## src/rtl/fetch_flow_ctrl_if.sv

```systemverilog
// Fetch flow-control bundle: hazard requests, redirect targets, imem read data
// in; PC, IF/ID register, ID/EX bubble and event counters out.
interface fetch_flow_ctrl_if #(
  parameter int unsigned CNT_W = 16
);
  logic [31:0]      imem_instr;
  logic             load_use_hazard_stall;
  logic             branch_hazard_flush;
  logic             jump_flush;
  logic [31:0]      branch_target;
  logic [31:0]      jump_target;
  logic [31:0]      jr_target;
  logic             is_jr;
  logic [31:0]      pc;
  logic [31:0]      if_id_instr;
  logic [31:0]      if_id_pc4;
  logic             if_id_valid;
  logic             id_ex_bubble;
  logic [CNT_W-1:0] stall_cnt;
  logic [CNT_W-1:0] flush_cnt;

  // Hazard unit / pipeline side
  modport master (
    output imem_instr, load_use_hazard_stall, branch_hazard_flush, jump_flush,
           branch_target, jump_target, jr_target, is_jr,
    input  pc, if_id_instr, if_id_pc4, if_id_valid, id_ex_bubble, stall_cnt, flush_cnt
  );

  // Fetch flow controller side
  modport slave (
    input  imem_instr, load_use_hazard_stall, branch_hazard_flush, jump_flush,
           branch_target, jump_target, jr_target, is_jr,
    output pc, if_id_instr, if_id_pc4, if_id_valid, id_ex_bubble, stall_cnt, flush_cnt
  );
endinterface

```

## src/rtl/fetch_flow_ctrl.sv

```systemverilog
// Fetch flow controller: owns PC and IF/ID, applies one stall/flush event per
// cycle, and keeps saturating stall/flush event counters.
module fetch_flow_ctrl #(
  parameter logic [31:0] RESET_PC  = 32'h0000_0000,
  parameter int unsigned CNT_W     = 16,
  parameter logic [31:0] NOP_INSTR = 32'h0000_0000
) (
  input logic              clk,
  input logic              rst_n,
  fetch_flow_ctrl_if.slave bus
);

  localparam logic [CNT_W-1:0] CntMax = '1;

  typedef enum logic [1:0] {EvNormal, EvBranch, EvStall, EvJump} event_e;

  event_e           ev;
  logic [31:0]      pc_q, pc_d;
  logic [31:0]      if_id_instr_q, if_id_instr_d;
  logic [31:0]      if_id_pc4_q, if_id_pc4_d;
  logic             if_id_valid_q, if_id_valid_d;
  logic [CNT_W-1:0] stall_cnt_q, stall_cnt_d;
  logic [CNT_W-1:0] flush_cnt_q, flush_cnt_d;
  logic [31:0]      pc4;

  assign pc4 = pc_q + 32'd4;

  // Pick the single event for this edge; a branch squashes a stalled wrong-path
  // ID instruction, and a jump waits out a stall until its operand is ready.
  always_comb begin
    ev = EvNormal;
    if (bus.branch_hazard_flush) begin
      ev = EvBranch;
    end else if (bus.load_use_hazard_stall) begin
      ev = EvStall;
    end else if (bus.jump_flush) begin
      ev = EvJump;
    end
  end

  // Next-state for PC, IF/ID and counters.
  always_comb begin
    pc_d          = pc_q;
    if_id_instr_d = if_id_instr_q;
    if_id_pc4_d   = if_id_pc4_q;
    if_id_valid_d = if_id_valid_q;
    stall_cnt_d   = stall_cnt_q;
    flush_cnt_d   = flush_cnt_q;
    unique case (ev)
      EvBranch, EvJump: begin
        pc_d          = (ev == EvBranch) ? bus.branch_target :
                        (bus.is_jr ? bus.jr_target : bus.jump_target);
        if_id_instr_d = NOP_INSTR;
        if_id_pc4_d   = 32'd0;
        if_id_valid_d = 1'b0;
        if (flush_cnt_q != CntMax) flush_cnt_d = flush_cnt_q + CNT_W'(1);
      end
      EvStall: begin
        if (stall_cnt_q != CntMax) stall_cnt_d = stall_cnt_q + CNT_W'(1);
      end
      default: begin
        pc_d          = pc4;
        if_id_instr_d = bus.imem_instr;
        if_id_pc4_d   = pc4;
        if_id_valid_d = 1'b1;
      end
    endcase
  end

  // State registers.
  always_ff @(posedge clk or negedge rst_n) begin
    if (!rst_n) begin
      pc_q          <= RESET_PC;
      if_id_instr_q <= NOP_INSTR;
      if_id_pc4_q   <= 32'd0;
      if_id_valid_q <= 1'b0;
      stall_cnt_q   <= '0;
      flush_cnt_q   <= '0;
    end else begin
      pc_q          <= pc_d;
      if_id_instr_q <= if_id_instr_d;
      if_id_pc4_q   <= if_id_pc4_d;
      if_id_valid_q <= if_id_valid_d;
      stall_cnt_q   <= stall_cnt_d;
      flush_cnt_q   <= flush_cnt_d;
    end
  end

  assign bus.pc           = pc_q;
  assign bus.if_id_instr  = if_id_instr_q;
  assign bus.if_id_pc4    = if_id_pc4_q;
  assign bus.if_id_valid  = if_id_valid_q;
  assign bus.stall_cnt    = stall_cnt_q;
  assign bus.flush_cnt    = flush_cnt_q;
  // Zero-latency bubble; a jump alone must reach EX to write its link register.
  assign bus.id_ex_bubble = bus.branch_hazard_flush | bus.load_use_hazard_stall;

endmodule

```

## src/flat_wrapper.sv

```systemverilog
// flat-port wrapper written by rule: the top's interface ports become plain ports
module fetch_flow_ctrl_flat 
#(
  parameter logic [31:0] RESET_PC  = 32'h0000_0000,
  parameter int unsigned CNT_W     = 16,
  parameter logic [31:0] NOP_INSTR = 32'h0000_0000
)
  (clk, rst_n, bus_imem_instr, bus_load_use_hazard_stall, bus_branch_hazard_flush, bus_jump_flush, bus_branch_target, bus_jump_target, bus_jr_target, bus_is_jr, bus_pc, bus_if_id_instr, bus_if_id_pc4, bus_if_id_valid, bus_id_ex_bubble, bus_stall_cnt, bus_flush_cnt);
  fetch_flow_ctrl_if #(.CNT_W(CNT_W)) bus_i ();
  input logic clk;
  input logic rst_n;
  input wire logic [$bits(bus_i.imem_instr)-1:0] bus_imem_instr;
  input wire logic [$bits(bus_i.load_use_hazard_stall)-1:0] bus_load_use_hazard_stall;
  input wire logic [$bits(bus_i.branch_hazard_flush)-1:0] bus_branch_hazard_flush;
  input wire logic [$bits(bus_i.jump_flush)-1:0] bus_jump_flush;
  input wire logic [$bits(bus_i.branch_target)-1:0] bus_branch_target;
  input wire logic [$bits(bus_i.jump_target)-1:0] bus_jump_target;
  input wire logic [$bits(bus_i.jr_target)-1:0] bus_jr_target;
  input wire logic [$bits(bus_i.is_jr)-1:0] bus_is_jr;
  output wire logic [$bits(bus_i.pc)-1:0] bus_pc;
  output wire logic [$bits(bus_i.if_id_instr)-1:0] bus_if_id_instr;
  output wire logic [$bits(bus_i.if_id_pc4)-1:0] bus_if_id_pc4;
  output wire logic [$bits(bus_i.if_id_valid)-1:0] bus_if_id_valid;
  output wire logic [$bits(bus_i.id_ex_bubble)-1:0] bus_id_ex_bubble;
  output wire logic [$bits(bus_i.stall_cnt)-1:0] bus_stall_cnt;
  output wire logic [$bits(bus_i.flush_cnt)-1:0] bus_flush_cnt;
  assign bus_i.imem_instr = bus_imem_instr;
  assign bus_i.load_use_hazard_stall = bus_load_use_hazard_stall;
  assign bus_i.branch_hazard_flush = bus_branch_hazard_flush;
  assign bus_i.jump_flush = bus_jump_flush;
  assign bus_i.branch_target = bus_branch_target;
  assign bus_i.jump_target = bus_jump_target;
  assign bus_i.jr_target = bus_jr_target;
  assign bus_i.is_jr = bus_is_jr;
  assign bus_pc = bus_i.pc;
  assign bus_if_id_instr = bus_i.if_id_instr;
  assign bus_if_id_pc4 = bus_i.if_id_pc4;
  assign bus_if_id_valid = bus_i.if_id_valid;
  assign bus_id_ex_bubble = bus_i.id_ex_bubble;
  assign bus_stall_cnt = bus_i.stall_cnt;
  assign bus_flush_cnt = bus_i.flush_cnt;
  fetch_flow_ctrl #(.RESET_PC(RESET_PC), .CNT_W(CNT_W), .NOP_INSTR(NOP_INSTR)) u_core (.clk(clk), .rst_n(rst_n), .bus(bus_i));
endmodule
```

## config.mk

```make
export PLATFORM = sky130hd
export DESIGN_NAME = fetch_flow_ctrl_flat
export DESIGN_NICKNAME = d
export VERILOG_FILES = /design/src/rtl/fetch_flow_ctrl_if.sv /design/src/rtl/fetch_flow_ctrl.sv /design/src/flat_wrapper.sv
export SDC_FILE = /design/constraint.sdc
export NUM_CORES = 1
export LEC_CHECK = 0
export CORE_MARGIN = 4
export CORE_UTILIZATION = 39
export CTS_BUF_LIST = sky130_fd_sc_hd__clkbuf_4 sky130_fd_sc_hd__clkbuf_8 sky130_fd_sc_hd__clkbuf_16
export CTS_CLUSTER_SIZE = 28
export DETAILED_ROUTE_END_ITERATION = 10
export PLACE_DENSITY = 0.77
export SETUP_SLACK_MARGIN = 0.15
export SYNTH_ARGS = -nofsm -noshare
export SYNTH_HDL_FRONTEND = slang
export SYNTH_SLANG_ARGS = --single-unit
```

## constraint.sdc

```tcl
create_clock -name clk -period 1.9 [get_ports clk]
set_input_delay 0.38 -clock clk [delete_from_list [all_inputs] [get_ports clk]]
set_output_delay 0.38 -clock clk [all_outputs]
set_load 0.1 [all_outputs]
```

### Word level (Yosys, flattened, before mapping)

Index checks and enable logic that the tools add are counted.

* output and inout bits: 130
* flip-flop bits (word level): 129

* add/subtract/negate cells: 3
* bitwise gates (word level): 1
* reductions and logical operators: 3
* mux-type cells: 9
* equality and inequality tests: 5

Operators by type and width (number)
* $pmux 32 s2: 3
* $mux 32: 2
* $add 16x1->16 const B: 2
* $add 32x3->32 const B: 1
* $ne 16x16->1 const B: 2
* $mux 2: 3
* $eq 2x2->1 const B: 2
* $reduce_and 2->1: 2
* $eq 2x1->1 const B: 1
* $pmux 1 s2: 1
* $reduce_or 2->1: 1
* $or 1x1->1: 1

### Logic depth before layout (Yosys ltp)

Gate-level depths: netlist (run 1).

* word-level depth: 6
* depth in mapped cells: 7
* depth with buffers taken out: 6

### Worst setup path before layout (run 1)

Ideal clock, no wire load.

* kind: register to register
* from: register u_core.pc_q[11] (netlist: u_core.bus.pc[11])
* to: register u_core.pc_q[27] (netlist: u_core.bus.pc[27])
* setup slack: -833 ps
* buffers on the path: 1
* stages on the path, launching flop included: 7
* data arrival time: 2609 ps
* clock period less this slack: 2733 ps
* cells stage by stage: dfrtp_1 -> buf_4 -> and4_4 -> nand3_4 -> or4_4 -> a21o_1 -> a211o_1

* word-level cells in the longest chain between the ends: 2

Ends and longest elaborated chain
* from (decl): line fetch_flow_ctrl.sv:18 `logic [31:0] pc_q, pc_d;`
* from (signal assigned): line fetch_flow_ctrl.sv:80 `pc_q <= pc_d;`
* $add 32x3->32: line fetch_flow_ctrl.sv:26 `assign pc4 = pc_q + 32'd4;`
* $pmux 32 s2: line fetch_flow_ctrl.sv:49 `unique case (ev)`

No other way between the ends.
A chain may end at the register's enable or synchronous reset.

### Final worst setup path (run 1)

* from: register u_core.pc_q[11] (netlist: u_core.bus.pc[11])
* to: register u_core.if_id_pc4_q[25] (netlist: u_core.bus.if_id_pc4[25])

* word-level cells in the longest chain between the ends: 2

Ends and longest elaborated chain
* $add 32x3->32: line fetch_flow_ctrl.sv:26
* $pmux 32 s2: line fetch_flow_ctrl.sv:49
* to (signal assigned): line fetch_flow_ctrl.sv:82 `if_id_pc4_q <= if_id_pc4_d;`
* to (decl): line fetch_flow_ctrl.sv:20 `logic [31:0] if_id_pc4_q, if_id_pc4_d;`

No other way between the ends.

==> results of run 1 <==
-- worst paths after layout --
path,to,slack (ps),start,depth (start not counted)
max,u_core.bus.if_id_pc4[25],-7,u_core.bus.pc[11],5
min,u_core.bus.if_id_pc4[28],470,u_core.bus.if_id_pc4[28],2
max reg2reg,u_core.bus.if_id_pc4[25],-7,u_core.bus.pc[11],5
min reg2reg,u_core.bus.if_id_pc4[28],470,u_core.bus.if_id_pc4[28],2
max in group asynchronous,u_core.bus.stall_cnt[4],820,rst_n,3
min in group asynchronous,u_core.bus.pc[31],480,rst_n,2
-- repair_timing --
action / 4_1_cts / 5_1_grt
resized for setup: 23 / 58
endpoints found under the hold margin: 45 / 0
setup buffers: 12 / 12
pin swaps: 17 / 29
endpoints found under the setup margin: 30 / 50
hold buffers: 1 / 0
-- cell families (layout without fill, tap and decap cells) --
kind of cell	count (synthesis)	after routing	share of synthesized area (%)
xor+xnor	50	50	6.80
flops	129	129	50.1
compound gates	153	153	16.3
fa+ha+maj	3	3	0.583
buf+inv	51	411	3.28
simple gates	213	213	16.8
mux	39	39	6.19
-- cells in the mapped netlist, types with 2 or more instances --
library cell,n
sky130_fd_sc_hd__a21oi_1,25
sky130_fd_sc_hd__and3_1,8
sky130_fd_sc_hd__nand2b_1,3
sky130_fd_sc_hd__buf_2,6
sky130_fd_sc_hd__nand4_1,17
sky130_fd_sc_hd__dfrtp_1,129
sky130_fd_sc_hd__o22a_1,2
sky130_fd_sc_hd__a21o_1,2
sky130_fd_sc_hd__o221ai_1,3
sky130_fd_sc_hd__a22o_1,37
sky130_fd_sc_hd__ha_1,3
sky130_fd_sc_hd__or4_1,2
sky130_fd_sc_hd__o311ai_0,3
sky130_fd_sc_hd__mux2_2,7
sky130_fd_sc_hd__nor3_1,10
sky130_fd_sc_hd__mux2i_1,32
sky130_fd_sc_hd__and4_1,7
sky130_fd_sc_hd__xor2_1,18
sky130_fd_sc_hd__a221oi_1,8
sky130_fd_sc_hd__a211oi_1,2
sky130_fd_sc_hd__buf_1,4
sky130_fd_sc_hd__nor4_1,6
sky130_fd_sc_hd__a211o_1,3
sky130_fd_sc_hd__nand2_1,76
sky130_fd_sc_hd__clkbuf_1,30
sky130_fd_sc_hd__xnor2_1,32
sky130_fd_sc_hd__o21ai_0,46
sky130_fd_sc_hd__nand3_1,27
sky130_fd_sc_hd__buf_4,3
sky130_fd_sc_hd__nor4b_1,3
sky130_fd_sc_hd__nor2_1,30
sky130_fd_sc_hd__and2_1,4
sky130_fd_sc_hd__o22ai_1,2
sky130_fd_sc_hd__a222oi_1,4
sky130_fd_sc_hd__o211ai_1,5
sky130_fd_sc_hd__nor2b_1,5
sky130_fd_sc_hd__inv_1,7
sky130_fd_sc_hd__or3_1,6
sky130_fd_sc_hd__a31oi_1,5
-- metrics by stage --
step / util (%) / power (mW) / cell area, um^2
after global placement: 67.9 / 8.29 / 10900
after CTS: 72.8 / 11.7 / 11700
after detailed placement: 67.9 / 8.34 / 10900
after global routing: 74.8 / 12.2 / 12000
after floorplan: - / 6.32 / 6860
final: 74.8 / 11.8 / 12000
-- cell usage in the layout, fill, tap and decap left out, types with 7 or more instances in the layout --
cell type | synthesis | final
sky130_fd_sc_hd__buf_4 | 3 | 131
sky130_fd_sc_hd__clkdlybuf4s50_1 | 0 | 129
sky130_fd_sc_hd__buf_12 | 0 | 84
sky130_fd_sc_hd__nand2_1 | 76 | 71
sky130_fd_sc_hd__dfrtp_1 | 129 | 69
sky130_fd_sc_hd__dfrtp_4 | 0 | 38
sky130_fd_sc_hd__a22o_1 | 37 | 37
sky130_fd_sc_hd__o21ai_0 | 46 | 33
sky130_fd_sc_hd__mux2i_1 | 32 | 32
sky130_fd_sc_hd__xnor2_1 | 32 | 30
sky130_fd_sc_hd__nor2_1 | 30 | 28
sky130_fd_sc_hd__dfrtp_2 | 0 | 22
sky130_fd_sc_hd__nand3_1 | 27 | 20
sky130_fd_sc_hd__a21oi_1 | 25 | 20
sky130_fd_sc_hd__buf_6 | 0 | 20
sky130_fd_sc_hd__xor2_1 | 18 | 18
sky130_fd_sc_hd__nand4_1 | 17 | 17
sky130_fd_sc_hd__clkbuf_16 | 0 | 17
sky130_fd_sc_hd__o21ai_1 | 0 | 13
sky130_fd_sc_hd__a221oi_1 | 8 | 8
sky130_fd_sc_hd__inv_1 | 7 | 7
sky130_fd_sc_hd__and3_1 | 8 | 7
-- final cells by class --
class | instances | area [um^2] | area share, %
multi-input combinational | 458 | 3450 | 28.7
timing repair buffer | 372 | 4270 | 35.6
sequential | 129 | 3400 | 28.3
tap | 216 | 270 | 2.25
clock buffer | 20 | 460 | 3.83
clock inverter | 12 | 134 | 1.11
inverter | 7 | 26.3 | 0.219
-- power groups by stage --
stage	Clock [mW]	Combinational, mW	Sequential [mW]
finish	3.27	4.93	3.60
global route	3.46	5.11	3.65
CTS	3.32	4.80	3.60
detailed placement	0	4.68	3.66
global placement	0	4.64	3.65
floorplan	0	0.748	5.57
-- flip-flops by register name, indices dropped and copies added (netlist names) --
register                cells
u_core.bus.flush_cnt       16
u_core.bus.if_id_instr     32
u_core.bus.if_id_pc4       32
u_core.bus.if_id_valid      1
u_core.bus.pc              32
u_core.bus.stall_cnt       16
-- worst register-to-register path: stages (launching register included) --
cell                      delay, ps
sky130_fd_sc_hd__dfrtp_4        430
sky130_fd_sc_hd__and4_4         270
sky130_fd_sc_hd__nand3_4        110
sky130_fd_sc_hd__or4_1          590
sky130_fd_sc_hd__or3_4          360
sky130_fd_sc_hd__nand3_1         80
-- routing by layer --
layer	global-route usage, %	vias to the layer above
met4	8.34	4
met5	0	-
li1	-	3035
met2	42.4	297
met1	30.5	3206
met3	6.51	50
==> results.toml, run 1 <==
[synth]
synth.ff_latch_count = 129
yosysSeqAreaShare_pct = 50.1
syn_avg_cell_area_um2 = 10.1
synth_top_cell_area_share_pct = 50.1
ys_warn_count = 0
post_synth_inst_count = 638
ys_dominant_reg_cell = "sky130_fd_sc_hd__dfrtp_1"
net_count_synth = 775
synthTopCellsByArea = "sky130_fd_sc_hd__dfrtp_1 50%, sky130_fd_sc_hd__a22o_1 5.0%, sky130_fd_sc_hd__mux2i_1 5.0%"
synth_edf_count = 0
syn-cell-area_um2 = 6440
postSynth.asyncResetShare_pct = 100
synth.lib_cells_used.distinct = 55
netlist.top_cell.by_area = "sky130_fd_sc_hd__dfrtp_1"

[floorplan]
die_y_um = 137
start_util_pct = 40.1
die_width_um = 137
io_pins = 264
die_area_um2 = 18600
placement_rows = 46
design.core.area_um2 = 16100

[power]
power.share.switching_pct = 40.6
sequential_group_share_of_total_power_pct = 30.5
maximum_vdd_drop_v = 0.00168
clock_power_share_pct = 27.7
power.density_cell_area_nw_per_um2 = 982
power.switching_mw = 4.78
power.combinational.fraction_pct = 41.8
cellInternalPower_mw = 7.01
static-leakage-power_nw = 5.22

[place]
place_worst_setup_slack_ps = -260
finalWeightedCongestion = 0.859
placed_cells = 1157
post-dp-hpwl_um = 17500
placement.io_buffers = 263

[final_layout]
area_growth_pct = 86.4
num_antenna_cells = 0
fraction_of_final_layout_cells_sized_beyond_drive_strength_1_pct = 40.6
stdcell_count = 1214
final.fill_count = 1038
design.final.nets = 1122

[critical_path]
critical_path.n_buffers_inverters = 0
crit_path_max_fanout = 4
setup.worst_path.class = "reg -> reg"
crit_chain = "and4_4 > nand3_4 > or4_1 > or3_4 > nand3_1"
critPathTopFamily = "simple AND/OR/NAND/NOR gates"
arrival_ps = 2260
crit_slowest_cell = "sky130_fd_sc_hd__or4_1"
start_kind = "flip-flop"
setup_crit_end_kind = "flip-flop"
critical_path.max_stage_delay_ps = 590
cp_data_required_time_ps = 2250

[route]
final_antenna_net_count = 0
vias = 6592
number_of_remaining_drc_errors = 0
drt_wl_total_um = 24000
drt_iter0_markers = 415
detail_route.first_pass.iterations = 5
dr_wl_met2_um = 12200
dr_wl_met3_um = 1960
detail_route.vias_per_cell = 5.43
route.detailed.wl_per_inst_um = 19.8
highest-signal-layer = "met5"
wl_met1_um = 9270

[timing]
slew_headroom_pct = 67.9
finalHoldViolations = 0
setup-violations-final = 2
totalNegativeSetupSlack_ps = -14.6
clock.fmax_mhz = 524
report.final.slew_viol_count = 0
post-route-worst-setup-slack_ps = -7.34
fin_crit_sh_pct = 100
timing.final.crit_period_ps = 1910
clock_skew_ps = 7.63
worstMarginPinSlew_ps = 482
rsz0062_at_grt = "true"
hold_ws_ps = 472

[global_route]
globalRouteTotalUtil_pct = 24.8
wire_length_of_the_first_global_routing_pass_um = 35800
grt_start_max_net_pins = 49
gr-total-overflow = 0
number_of_global_route_vias_before_repair = 6556
number_of_antenna_violations_at_the_first_check_in_global_routing = 2

[clocking]
clock_tree.htree_level_count = 4
clkLatencyLatePin_ps = 420
clk_pin_slew_worst_paths_ps = 60
cts_tree = "built"
cts.path.max_buffers = 2
cts_inserted_buffers = 17
cts_sinks = 129
root_buffer = "sky130_fd_sc_hd__clkbuf_16"

[hold_path]
hold_path_class = "reg -> reg"

[job]
maxCapViolCount = 0

[run_status]
violations = "negative setup slack"
run_status = "complete, but fails checks"
Power figures use the tool's default switching activity.
==> run 2, diff against run 1 <==
Settings changed: ABC_AREA from default to 1, CORE_MARGIN 4 to 5, CORE_UTILIZATION 39 to 48, PLACE_DENSITY 0.77 to 0.86.
Clock period 1.9 ns to 2.5 ns, I/O delays scaled along.
==> results.toml, run 2 <==
[run_status]
run_status = "complete, no violations"

[job]
maxCapViolCount = 0

[route]
vias = 7255
final_antenna_net_count = 0
detail_route.vias_per_cell = 5.28
route.detailed.wl_per_inst_um = 17.5
drt_wl_total_um = 24100
detail_route.first_pass.iterations = 5
drt_iter0_markers = 498
number_of_remaining_drc_errors = 0

[timing]
totalNegativeSetupSlack_ps = 0
fin_crit_sh_pct = 85.7
post-route-worst-setup-slack_ps = 356
worstMarginPinSlew_ps = 611
timing.final.crit_period_ps = 2140
slew_headroom_pct = 59.3
clock.fmax_mhz = 466
rsz0062_at_grt = "false"
setup-violations-final = 0
hold_ws_ps = 67.1
report.final.slew_viol_count = 0
clock_skew_ps = 6.46
finalHoldViolations = 0

[final_layout]
design.final.nets = 1314
layout.core_utilization_pct = 70.4
most-common-layout-cells = "335 x sky130_fd_sc_hd__nand2_1, 137 x sky130_fd_sc_hd__buf_4, 132 x sky130_fd_sc_hd__clkdlybuf4s50_1, 129 x sky130_fd_sc_hd__dfrtp_1, 67 x sky130_fd_sc_hd__nor2_1"
fraction_of_final_layout_cells_sized_beyond_drive_strength_1_pct = 18.5
mostFrequentLayoutCell = "sky130_fd_sc_hd__nand2_1"
num_antenna_cells = 0
area_growth_pct = 44.4

[critical_path]
start_kind = "input pin"
crit_path_max_fanout = 56
arrival_ps = 1640
setup.worst_path.class = "in -> out"
cp_data_required_time_ps = 2000
setup_crit_end_kind = "primary output"
critical_path.reg2reg.startpoint = "u_core.bus.stall_cnt[0]"
critPathLaunch = "bus_branch_hazard_flush"

[synth]
netlist.top_cell.by_area = "sky130_fd_sc_hd__dfrtp_1"
yosysSeqAreaShare_pct = 45.9
postSynth.asyncResetShare_pct = 100
syn-cell-area_um2 = 7030
ys_dominant_reg_cell = "sky130_fd_sc_hd__dfrtp_1"
synth_top_cell_area_share_pct = 45.9
synth.ff_latch_count = 129
yosys-top-cells-count = "335 x sky130_fd_sc_hd__nand2_1, 129 x sky130_fd_sc_hd__dfrtp_1, 67 x sky130_fd_sc_hd__nor2_1, 58 x sky130_fd_sc_hd__a21oi_1, 55 x sky130_fd_sc_hd__o21ai_0"
synthTopCellsByArea = "sky130_fd_sc_hd__dfrtp_1 46%, sky130_fd_sc_hd__nand2_1 18%, sky130_fd_sc_hd__a21oi_1 4.1%"
post_synth_inst_count = 916
net_count_synth = 1053
synth_edf_count = 0
syn_avg_cell_area_um2 = 7.67
synth.lib_cells_used.distinct = 33
ys_warn_count = 0
synth_most_common_cell = "sky130_fd_sc_hd__nand2_1"

[clocking]
cts_inserted_buffers = 17
clock_tree.htree_level_count = 4
cts.path.max_buffers = 2
clkLatencyLatePin_ps = 420
cts_sinks = 129
hold_buffers = 0
root_buffer = "sky130_fd_sc_hd__clkbuf_16"
cts.repair_timing.setup_buffer_count = 0
cts.repair.resized = 0
cts_tree = "built"
clk_pin_slew_worst_paths_ps = 60

[power]
clock_power_share_pct = 30.4
power.share.switching_pct = 43.0
power.switching_mw = 3.45
p_total_mw = 8.04
power.combinational.fraction_pct = 37.2
power.density_cell_area_nw_per_um2 = 792
maximum_vdd_drop_v = 0.000863
static-leakage-power_nw = 5.02
cellInternalPower_mw = 4.58
sequential_group_share_of_total_power_pct = 32.4

[global_route]
gr-total-overflow = 0
globalRouteTotalUtil_pct = 28.2
wire_length_of_the_first_global_routing_pass_um = 37800
number_of_global_route_vias_before_repair = 7206
number_of_antenna_violations_at_the_first_check_in_global_routing = 0
grt_start_max_net_pins = 64

[floorplan]
start_util_pct = 48.7
io_pins = 264
die_width_um = 131
die_y_um = 131
die_area_um2 = 17200
placement_rows = 44
design.core.area_um2 = 14400

[hold_path]
hold_path_class = "in -> async"

[place]
post-dp-hpwl_um = 18400
finalWeightedCongestion = 0.926
placement.io_buffers = 263
place_worst_setup_slack_ps = 290
run 2: routing by layer:
layer,wire (um),GRT usage (%),vias to the layer above
met5,0,0,-
met4,572,9.32,0
met3,2270,8.33,49
met2,12100,47.9,279
met1,9110,34.4,3418
li1,-,-,3509
run 2: critical path, stage by stage:
cell and delay, ps:
sky130_fd_sc_hd__clkdlybuf4s50_1 420, sky130_fd_sc_hd__inv_1 150, sky130_fd_sc_hd__buf_12 250, sky130_fd_sc_hd__nand2_1 130, sky130_fd_sc_hd__buf_12 180
run 2: power groups by stage:
| stage | Clock, mW | Combinational (mW) | Sequential [mW] |
|---|---|---|---|
| 5_1_grt | 2.56 | 3.13 | 2.64 |
| 3_3_place_gp | 0 | 2.96 | 2.62 |
| 4_1_cts | 2.46 | 3.00 | 2.60 |
| 2_1_floorplan | 0 | 0.618 | 4.12 |
| 3_5_place_dp | 0 | 2.99 | 2.63 |
| 6_report | 2.45 | 2.99 | 2.60 |
run 2: stage by stage:
step | cell area, um^2 | std cells
2_1_floorplan | 7030 | 916
3_3_place_gp | 9570 | 1342
3_5_place_dp | 9570 | 1342
4_1_cts | 10200 | 1373
5_1_grt | 10200 | 1373
6_report | 10200 | 1373
run 2: area by class of cell:
type                       instances  area, um^2
tap                              184         230
inverter                          59         224
sequential                       129        3230
timing repair buffer             278        2520
clock buffer                      21         468
multi-input combinational        692        3370
fill                            1187        4270
clock inverter                    10         111
run 2: kinds of logic after synthesis:
logic type,after synthesis,synth area share [%]
compound gates,160,13.8
buf+inv,95,6.14
simple gates,501,30.1
flops,129,45.9
fa+ha+maj,3,0.534
xor+xnor,28,3.49
run 2: final timing paths:
| check | cells past startpoint | slack [ps] | end |
|---|---|---|---|
| min reg2reg | 2 | 480 | u_core.bus.if_id_pc4[4] |
| max reg2reg | 8 | 630 | u_core.bus.stall_cnt[15] |
| min in group clk | 2 | 480 | u_core.bus.if_id_pc4[4] |
| min | 1 | 70 | u_core.bus.pc[13] |
| max in group asynchronous | 2 | 1820 | u_core.bus.if_id_pc4[22] |
| max | 5 | 360 | bus_id_ex_bubble |
==> run 3, diff against run 2 <==
==> constraint.sdc (replaced) <==
create_clock -name clk -period 2.5 [get_ports clk]
set_input_delay 0.625 -clock clk [delete_from_list [all_inputs] [get_ports clk]]
set_output_delay 0.625 -clock clk [all_outputs]
set_load 0.1 [all_outputs]
==> results.toml, run 3 (synthesis gave the netlist of run 2 again) <==
[global_route]
wire_length_of_the_first_global_routing_pass_um = 37500
number_of_antenna_violations_at_the_first_check_in_global_routing = 0
gr-total-overflow = 0
globalRouteTotalUtil_pct = 28.1
number_of_global_route_vias_before_repair = 7427
grt_start_max_net_pins = 48

[critical_path]
start_kind = "input pin"
crit_slowest_cell = "sky130_fd_sc_hd__clkdlybuf4s50_1"
crit_path_max_fanout = 4
crit_chain = "clkdlybuf4s50_1 > inv_1 > nand2_2 > buf_12"
cp_data_required_time_ps = 1880
arrival_ps = 1540
critical_path.max_stage_delay_ps = 500
setup_crit_end_kind = "primary output"
critPathTopFamily = "buffers and inverters"
setup.worst_path.class = "in -> out"
critical_path.n_buffers_inverters = 3

[timing]
clock.fmax_mhz = 461
clock_skew_ps = 5.79
post-route-worst-setup-slack_ps = 332
finalHoldViolations = 0
timing.final.crit_period_ps = 2170
worstMarginPinSlew_ps = 512
hold_ws_ps = 175
report.final.slew_viol_count = 0
rsz0062_at_grt = "false"
setup-violations-final = 0
slew_headroom_pct = 65.8
totalNegativeSetupSlack_ps = 0
fin_crit_sh_pct = 86.7

[floorplan]
die_width_um = 131
start_util_pct = 48.7
design.core.area_um2 = 14400
placement_rows = 44
die_y_um = 131
die_area_um2 = 17200
io_pins = 264

[final_layout]
final.fill_count = 1178
area_growth_pct = 45.7
fraction_of_final_layout_cells_sized_beyond_drive_strength_1_pct = 19.0
final_area_um2 = 10200
mostFrequentLayoutCell = "sky130_fd_sc_hd__nand2_1"
num_antenna_cells = 0
most-common-layout-cells = "334 x sky130_fd_sc_hd__nand2_1, 142 x sky130_fd_sc_hd__buf_4, 132 x sky130_fd_sc_hd__clkdlybuf4s50_1, 129 x sky130_fd_sc_hd__dfrtp_1, 67 x sky130_fd_sc_hd__nor2_1"
layout.core_utilization_pct = 71.0
design.final.nets = 1319
stdcell_count = 1379

[clocking]
hold_buffers = 0
clk_pin_slew_worst_paths_ps = 50
cts_inserted_buffers = 17
clkLatencyLatePin_ps = 420
cts_sinks = 129
cts.repair.resized = 0
cts.path.max_buffers = 2
root_buffer = "sky130_fd_sc_hd__clkbuf_16"
cts_tree = "built"
cts.repair_timing.setup_buffer_count = 0
clock_tree.htree_level_count = 4

[place]
placed_cells = 1347
post-dp-hpwl_um = 18300
finalWeightedCongestion = 0.933
place_worst_setup_slack_ps = 187
place_area_um2 = 9620
placement.io_buffers = 263

[route]
final_antenna_net_count = 0
detail_route.first_pass.iterations = 5
drt_iter0_markers = 444
drt_wl_total_um = 24100
detail_route.vias_per_cell = 5.37
number_of_remaining_drc_errors = 0
route.detailed.wl_per_inst_um = 17.5
vias = 7406

[power]
power.switching_mw = 3.46
power.share.switching_pct = 42.2
cellInternalPower_mw = 4.74
sequential_group_share_of_total_power_pct = 31.8
power.density_cell_area_nw_per_um2 = 800
power.combinational.fraction_pct = 36.7
static-leakage-power_nw = 5.06
maximum_vdd_drop_v = 0.000950
p_total_mw = 8.20
clock_power_share_pct = 31.6

[hold_path]
hold_path_class = "in -> async"

[job]
maxCapViolCount = 0

[run_status]
run_status = "complete, no violations"
run 3: cell count changes in the layout (fill, tap and decap cells not counted), sizes merged:
cell,previous run,this run
clkbuf,21,23
clkinvlp,3,4
buf,146,151
clkinv,5,2
bufinv,2,3
run 3: power groups by stage:
stage / Clock (mW) / Combinational [mW] / Sequential, mW
global placement: 0 / 2.97 / 2.63
global route: 2.72 / 3.15 / 2.64
finish: 2.59 / 3.00 / 2.61
detailed placement: 0 / 3.00 / 2.63
CTS: 2.62 / 3.01 / 2.60
floorplan: 0 / 0.619 / 4.12
run 3: cell type report:
type / instances / area [um^2] / share of cell area, %
clock buffer: 23 / 489 / 4.78
multi-input combinational: 692 / 3370 / 32.9
inverter: 59 / 224 / 2.19
clock inverter: 9 / 130 / 1.27
tap: 184 / 230 / 2.25
sequential: 129 / 3230 / 31.5
timing repair buffer: 283 / 2570 / 25.1
run 3: metal layers:
| metal | track usage, % | part of all wire, % | up-vias |
|---|---|---|---|
| met4 | 12.9 | 4.0 | 0 |
| li1 | - | - | 3517 |
| met2 | 47.8 | 50 | 309 |
| met1 | 32.5 | 37 | 3513 |
| met5 | 0 | 0 | - |
| met3 | 8.70 | 9.1 | 67 |
run 3: final timing paths:
path                                          from                        to  slack [ps]  cells past startpoint
max in group asynchronous                    rst_n   u_core.bus.flush_cnt[0]        1690                      2
setup / recovery           bus_branch_hazard_flush          bus_id_ex_bubble         330                      4
setup reg to reg           u_core.bus.stall_cnt[0]  u_core.bus.stall_cnt[15]         610                      8
hold reg to reg            u_core.bus.if_id_pc4[5]   u_core.bus.if_id_pc4[5]         480                      2
hold / removal                               rst_n  u_core.bus.if_id_pc4[13]         170                      1
min in group clk           u_core.bus.if_id_pc4[5]   u_core.bus.if_id_pc4[5]         480                      2
run 3: worst register-to-register path, stage by stage, from the launching register on:
cell                      delay, ps
sky130_fd_sc_hd__dfrtp_1        420
sky130_fd_sc_hd__ha_1           230
sky130_fd_sc_hd__nand3_2        120
sky130_fd_sc_hd__inv_1          150
sky130_fd_sc_hd__nand2_2         90
sky130_fd_sc_hd__o21ai_4        440
sky130_fd_sc_hd__inv_4          170
sky130_fd_sc_hd__nand2_1        120
sky130_fd_sc_hd__nand2_1         50
==> variant, RTL diff (flow settings as in run 2) <==
`CNT_W` is set to 16 in 3 places; all go to 32.
--- a/src/rtl/fetch_flow_ctrl_if.sv
+++ b/src/rtl/fetch_flow_ctrl_if.sv
@@ -2,5 +2,5 @@
 // in; PC, IF/ID register, ID/EX bubble and event counters out.
 interface fetch_flow_ctrl_if #(
-  parameter int unsigned CNT_W = 16
+  parameter int unsigned CNT_W = 32
 );
   logic [31:0]      imem_instr;
--- a/src/rtl/fetch_flow_ctrl.sv
+++ b/src/rtl/fetch_flow_ctrl.sv
@@ -3,5 +3,5 @@
 module fetch_flow_ctrl #(
   parameter logic [31:0] RESET_PC  = 32'h0000_0000,
-  parameter int unsigned CNT_W     = 16,
+  parameter int unsigned CNT_W     = 32,
   parameter logic [31:0] NOP_INSTR = 32'h0000_0000
 ) (
--- a/src/flat_wrapper.sv
+++ b/src/flat_wrapper.sv
@@ -3,5 +3,5 @@
 #(
   parameter logic [31:0] RESET_PC  = 32'h0000_0000,
-  parameter int unsigned CNT_W     = 16,
+  parameter int unsigned CNT_W     = 32,
   parameter logic [31:0] NOP_INSTR = 32'h0000_0000
 )
Ports: changed (resized bus_flush_cnt and bus_stall_cnt); port bits go from 264 to 296. The function was not compared with the original's and may differ.
==> variant against run 2 <==
Power up 10%; core utilization down 3.2 points; design area up 24%; worst setup slack gained 0.050 ns; via count rose by 32%; critical endpoint is now u_core.bus.stall_cnt[16]; area after synthesis increased by 31%; sequential cell count increased by 32; hold slack better by 0.38 ns; routed wire length increased by 23%.
==> variant: results (changes against run 2) <==
| Metric | Value |
|---|---|
| Run status | complete, no violations (unchanged) |
| GP Congestion | 0.948 (was 0.926) |
| Top post-synthesis cells by area | dfrtp_1 (44%), nand2_1 (22%), nor2_1 (5.3%) (was dfrtp_1 (46%), nand2_1 (18%), a21oi_1 (4.1%)) |
| Layout cell share with drive strength beyond 1 | 0.155 (was 0.185) |
| Leak pwr | 6.16 nW (was 5.02 nW) |
| Wire per inst | 16.3 um (was 17.5 um) |
| Worst EP arrival | 2.44 ns (was 1.64 ns) |
| Peak supply drop | 450 uV (was 863 uV) |
| Total Routing Usage GR | 0.268 (was 0.282) |
| Worst Path Max Fanout | 27 (was 56) |
| Synth unique cells | 35 (was 33) |
| Mapped Nets | 1408 (was 1053) |
| Seq/Total Area, Yosys | 0.439 (was 0.459) |
| Fill cells | 1571 (was 1187) |
| Total Nets Final | 1698 (was 1314) |
| Worst Tran Pin Value | 0.712 ns (was 0.611 ns) |
| R2R Path Start | u_core.bus.stall_cnt[1] (was u_core.bus.stall_cnt[0]) |
| Final HPWL DP | 22800 um (was 18400 um) |
| Vias/cell | 5.29 (was 5.28) |
| Post-synthesis compound-gate area fraction | 0.108 (was 0.138) |
| Synth cell count leaders | nand2_1 (537), dfrtp_1 (161), nor2_1 (130) (was nand2_1 (335), dfrtp_1 (129), nor2_1 (67)) |
| Largest net degree at the start of global routing | 89 (was 64) |
| Critical Path Sink | u_core.bus.stall_cnt[16] (was bus_id_ex_bubble) |
| Placed cell area | 12000 um^2 (was 9570 um^2) |
| Synth Area in XOR/XNOR | 0.0283 (was 0.0349) |
| R2r setup slk | 0.41 ns (was 0.63 ns) |
| Vias in the first global route | 9424 (was 7206) |
| PortBufs | 295 (was 263) |
| Worst setup skew after layout | 0.00925 ns (was 0.00646 ns) |
| FFs w/ async S/R, synth | 1.00 (unchanged) |
| Startpoint type of the worst setup path | register (was input port) |
| Reg2reg path depth | 10 (was 8) |
| DR iter-0 viols | 517 (was 498) |
variant: changes by cell type after synthesis, moves of 14 or more:
cell,before,now
a31oi_1,0,14
dfrtp_1,129,161
inv_1,54,70
nand2_1,335,537
nand3_1,47,72
nand3b_1,3,27
nor2_1,67,130
o21ai_0,55,41
or2_2,15,1
variant: metal layers:
metal / routed length [um] / up-vias / global-route usage
li1: - / 4680 / -
met5: 0 / - / 0
met3: 2070 / 75 / 0.0640
met2: 14800 / 349 / 0.466
met1: 11700 / 4455 / 0.322
met4: 961 / 0 / 0.103
variant: critical path, cell delays in order (launching register included):
cell	delay, ns
dfrtp_1	0.42
ha_1	0.26
inv_1	0.10
nor2_4	0.18
nand2_2	0.12
nor2_4	0.15
nand2_2	0.09
nand2_4	0.12
buf_4	0.30
nand2_1	0.13
o21ai_1	0.12
variant: final cells by class:
cell class	count	area (um^2)	area share
inverters	75	287	0.0227
repair buffers	314	2760	0.219
well taps	234	293	0.0232
clock buffers	17	425	0.0337
clock inverters	15	195	0.0155
flip-flops and latches	161	4030	0.320
multi-input cells	992	4630	0.367
variant: per-stage QoR:
stage / power [mW] / hold slack (ns) / setup slack [ns] / util / instances
floorplan: 5.23 / 0.204 / 0.175 / - / 1271
global placement: 6.08 / 0.316 / 0.254 / 0.638 / 1775
detailed placement: 6.11 / 0.317 / 0.181 / 0.638 / 1775
CTS: 8.88 / 0.429 / 0.399 / 0.672 / 1808
global route: 9.18 / 0.437 / 0.262 / 0.672 / 1808
finish: 8.84 / 0.443 / 0.406 / 0.672 / 1808
variant: report_power, final:
part,switching [mW],internal (mW)
Combinational,2.24,0.729
Sequential,0.277,2.81
Clock,1.17,1.61
Total,3.69,5.15
